**config.mk**
```make
export PLATFORM = sky130hd
export DESIGN_NAME = mpu707_arb
export DESIGN_NICKNAME = d
export VERILOG_FILES = /design/src/rtl/mpu707_arb.sv
export SDC_FILE = /design/constraint.sdc
export NUM_CORES = 1
export LEC_CHECK = 0
export BUFFER_PORTS_ARGS = -buffer_cell sky130_fd_sc_hd__buf_2
export CAP_MARGIN = 0
export CORE_MARGIN = 4
export CORE_UTILIZATION = 31
export DETAILED_ROUTE_END_ITERATION = 16
export PLACE_DENSITY = 0.85
export SETUP_SLACK_MARGIN = 0.3
export SYNTH_ARGS = -nofsm -noshare
export SYNTH_HDL_FRONTEND = slang
export SYNTH_SLANG_ARGS = --single-unit
export TNS_END_PERCENT = 30
```
**constraint.sdc**
```tcl
create_clock -name CLK -period 1.6 [get_ports CLK]
set_input_delay 0.16 -clock CLK [delete_from_list [all_inputs] [get_ports CLK]]
set_output_delay 0.16 -clock CLK [all_outputs]
set_load 0.02 [all_outputs]
```
**src/rtl/mpu707_arb.sv**
```systemverilog
// Two-requester arbiter sharing one MPU707 (x0.7071) multiplier, with tag tracking
// through its pipeline. Define MPU707_ARB_RR_EN for round-robin contention, else fixed priority.
module mpu707_arb #(
    parameter int unsigned nb  = 16,
    parameter int unsigned LAT = 2
) (
    input  logic          CLK,
    input  logic          RST,
    input  logic          REQ0,
    input  logic [nb+1:0] DI0,
    output logic          ACK0,
    input  logic          REQ1,
    input  logic [nb+1:0] DI1,
    output logic          ACK1,
    output logic [nb+1:0] MDI,
    output logic          MEI,
    input  logic [nb+1:0] MDO,
    output logic [nb+1:0] DO,
    output logic          RDY0,
    output logic          RDY1,
    output logic          IDLE
);

    localparam int unsigned W = nb + 2;

    typedef struct packed {
        logic valid;
        logic id;
    } tag_t;

    tag_t tag_q [LAT];
    logic mei_q;
    logic gnt0_c;
    logic gnt1_c;
    logic in_flight_c;

`ifdef MPU707_ARB_RR_EN
    logic rr_q;
`endif

    // Grant selection; reset suppresses any acknowledge
    always_comb begin
        gnt0_c = 1'b0;
        gnt1_c = 1'b0;
        if (!RST) begin
            if (REQ0 && REQ1) begin
`ifdef MPU707_ARB_RR_EN
                gnt0_c = !rr_q;
                gnt1_c = rr_q;
`else
                gnt0_c = 1'b1;
`endif
            end else begin
                gnt0_c = REQ0;
                gnt1_c = REQ1;
            end
        end
    end

    // Multiplier operand mux, zero when nothing is granted
    always_comb begin
        MDI = W'(0);
        if (gnt0_c) begin
            MDI = DI0;
        end else if (gnt1_c) begin
            MDI = DI1;
        end
    end

    // Tag pipe mirrors the multiplier's register stages
    always_ff @(posedge CLK) begin
        if (RST) begin
            mei_q <= 1'b0;
            for (int i = 0; i < LAT; i++) begin
                tag_q[i] <= '0;
            end
`ifdef MPU707_ARB_RR_EN
            rr_q <= 1'b0;
`endif
        end else begin
            mei_q       <= 1'b1;
            tag_q[0]    <= '{valid: gnt0_c | gnt1_c, id: gnt1_c};
            for (int i = 1; i < LAT; i++) begin
                tag_q[i] <= tag_q[i-1];
            end
`ifdef MPU707_ARB_RR_EN
            if (REQ0 && REQ1) begin
                rr_q <= !rr_q;
            end
`endif
        end
    end

    always_comb begin
        in_flight_c = 1'b0;
        for (int i = 0; i < LAT; i++) begin
            in_flight_c = in_flight_c | tag_q[i].valid;
        end
    end

    assign ACK0 = gnt0_c;
    assign ACK1 = gnt1_c;
    assign MEI  = mei_q;
    assign DO   = MDO;
    // Tags still in the pipe while reset is asserted belong to flushed operands
    assign RDY0 = !RST && tag_q[LAT-1].valid && !tag_q[LAT-1].id;
    assign RDY1 = !RST && tag_q[LAT-1].valid &&  tag_q[LAT-1].id;
    assign IDLE = RST || (!(gnt0_c || gnt1_c) && !in_flight_c);

endmodule
```
=== Word level (Yosys, flattened, before mapping) ===
Memory sizes are Yosys's and may differ from the RTL's.
Cells that the tools add are included.
W data, S select, Z words.

* Multiplexer cells: 11
* Reduce and logical (&&, ||, !) cells: 11
* Bitwise gates (word level): 4

{| class="wikitable"
|+ Operators with widths
! operator !! count
|-
| $mux W18 || 2
|-
| $mux W1 || 7
|-
| $logic_and A1 B1 Y1 || 5
|-
| $logic_not A1 Y1 || 4
|-
| $mux W2 || 2
|-
| $or A1 B1 Y1 || 4
|-
| $logic_or A1 B1 Y1 || 2
|}

* Flip-flop bits (word level): 1
* Bits of input ports: 58
* Bits in writable memories: 4
* Memories kept: 1
* Output and inout bits: 42
* Logic and storage cells: 28

{| class="wikitable"
|+ Memories
! name !! words !! bits a word !! rd ports !! clocked after memory_dff !! wr ports !! RTL line !! RTL
|-
| tag_q || 2 || 2 || 2 || 0 || 2 || 31 || <nowiki>tag_t tag_q [LAT];</nowiki>
|}

=== Depth between registers and ports, before layout ===
* Word-level depth: 7
* Gate-level depth with buffers: 3
* Gate-level depth less buffers: 2

=== Least setup slack after synthesis ===
Ideal clock, no wire load.

* Path kind: input to output
* From: input port RST
* To: output port ACK1
* Buffers on the path: 2
* Stages on the path: 3
* Slack: 0.464 ns
* Required time: 1.440 ns
* Arrival time: 0.976 ns
* Cell sequence: buf_2 -> buf_6 -> nor3b_1

* Word-level cells in the longest chain between the ends: 1

{| class="wikitable"
|+ RTL lines
! item !! RTL line !! RTL
|-
| start: declaration || 8 || <nowiki>input logic RST,</nowiki>
|-
| $mux W1 || 45 || <nowiki>if (!RST) begin</nowiki>
|-
| end: declaration || 14 || <nowiki>output logic ACK1,</nowiki>
|}

No other way between the ends.

==> out/metrics.csv <==
metric,value,unit
routability cong.,0.5778,
net count after synthesis,155,
worst vdd rail ir drop,211.4,uV
Root Driver,clkbuf_4,
antenna violations before repair,0,
initial core utilization,0.3327,
leakage power,0.0004523,uW
Routed WL per cell,11.37,um
Max Freq,0.7981,GHz
largest net degree at the start of global routing,42,
number of CTS-inserted buffers,3,
Max-Cap Viols,0,
mapped cell area,659.4,um^2
critical path arrival,1.09,ns
Tcrit/Tclk final,0.7831,
CP bufs+invs,1,
die area,2929,um^2
htree depth,1,
status,completed,
via count,744,
M2 GR Usage,0.2191,
worst path required time,1.44,ns
cells after synthesis,97,
routed wire length,1864,um
"Largest stage delay, worst path",0.32,ns
final layout net count,196,
fraction of layout cells with a size suffix above 1,0.4891,
"commonest non-fill, non-tap cell in the layout",buf_2,
DR pass1 iterations,4,
crit end category,primary output,
post-cts resize count,0,
Die Y,54.12,um
hold_sp,MDO[0],
synth top area cells,"buf_4 (23%), nand3b_1 (20%), dfxtp_1 (15%), a21oi_1 (14%), nand2_1 (10%)",
Slew Limit Fails,0,
number of global-route vias before repair,622,
Avg Synthesized Cell Area,6.798,um^2
"Reg clk slew, reported paths",0.04,ns
Power Density,555.7,nW/um^2
core area,1982,um^2
critical path peak fanout,3,
hpwl dp,1412,um
Fillers,228,
register area share after synthesis,0.1518,
Post-DP Area,817.0,um^2
"Cell Chain, Critical Path",o41ai_2 -> buf_2,
Min-Delay Path Class,primary input to primary output,
diode count,0,
placement row count,16,
worst-margin pin slew,0.4477,ns
clock buffer depth,2,
IO buf count,63,
global-route usage over all layers,0.1167,
Setup-failing EPs final,0,
min Tclk post-route,1.253,ns
drt first-iter violations,7,
#FFs+latches synth,5,
grt peak-use layer,met2,
met3 Use GR,0.04986,
clock skew,0.002299,ns
CTS tree,done,
Die Wd,54.12,um
RSZ-0062 raised after global routing,no,
Final Hold Fails,0,
top cell type's share of synthesized area,0.2277,
Layout area overhead,28.27,%
CP max-delay cell,dfxtp_1,
placed cells,160,
global-route wire length before repair,2559,um
fin cells,164,
Final ANT Viol Nets,0,
Ys Warns,0,
kind of critical path,flop to primary output,
hold_buf cts,0,
post-CTS setup buffers,0,
"CP delay by family, top",flip-flops,
setup TNS,0,ns
clk sinks,5,
most frequent cells in the layout,"buf_2 (62), nand2_1 (18), nand3b_1 (18), a21oi_1 (18), dfxtp_1 (5)",
total grt overflow,0,
Synth cell types,14,
via/cell ratio,4.537,
# IOs,100,
nature of the critical path startpoint,flop,
Slew headroom,0.7015,
met1 Usage GRT,0.1158,
DRC,0,
dominant cell type by area after synthesis,buf_4,
"Clk Latency, worst-skew pair",0.24,ns
worst setup path start,tag_q[0][3],
reg2reg start,tag_q[0][1],
final instance area,845.8,um^2
## flip-flops by register name, summed over array words and instances, names as in the netlist
name and flops:
MEI 1, tag_q 4
## cell type report
class | count | area (um^2) | share of cell area
repair buffers | 63 | 317.8 | 0.3757
flip-flops and latches | 5 | 100.1 | 0.1183
well taps | 27 | 33.78 | 0.03994
inverters | 1 | 3.754 | 0.004438
clock buffers | 4 | 26.28 | 0.03107
multi-input cells | 64 | 364.1 | 0.4305
## metrics by stage
stage	total power (uW)	utilization	hold slack, ns	setup slack [ns]
floorplan	320.8	-	0.4075	0.4637
global placement	327.0	0.4122	0.3201	0.4181
detailed placement	329.4	0.4122	0.3201	0.3988
CTS	481.1	0.4255	0.3201	0.3421
global route	507.9	0.4268	0.3200	0.3010
finish	470.0	0.4268	0.3200	0.3471
## metal layers
layer / up-vias / part of all wire
li1: 385 / -
met1: 310 / 0.38
met2: 47 / 0.46
met3: 2 / 0.16
met4: 0 / 0.0027
met5: - / 0
## path summary, 6_finish.rpt
| check | to | slack (ns) | depth (start not counted) |
|---|---|---|---|
| min reg2reg | tag_q[0][2] | 0.45 | 1 |
| max reg2reg | tag_q[0][3] | 1.04 | 1 |
| max | IDLE | 0.35 | 2 |
| min | DO[0] | 0.32 | 0 |
## cell families (layout without fill, tap and decap cells)
logic type,Yosys count,after routing,share of synthesized area
buf+inv,28,68,0.2960
flops,5,5,0.1518
simple gates,45,45,0.3909
compound gates,19,19,0.1613
## synthesized netlist by cell type
cell      number
buf_4         20
buf_6          1
nand3b_1      18
nor2_1         2
inv_1          1
nand2_1       18
buf_2          5
o41ai_2        1
and3_1         1
clkbuf_2       1
dfxtp_1        5
nor3b_1        3
a21oi_1       18
nor2b_1        3
## power breakdown
part	total, uW	internal (uW)	switching, uW
Combinational	193	83.6	109
Clock	143	94.1	49.3
Sequential	134	131	2.81
Total	470	309	161
(Power assumes the default switching activity.)
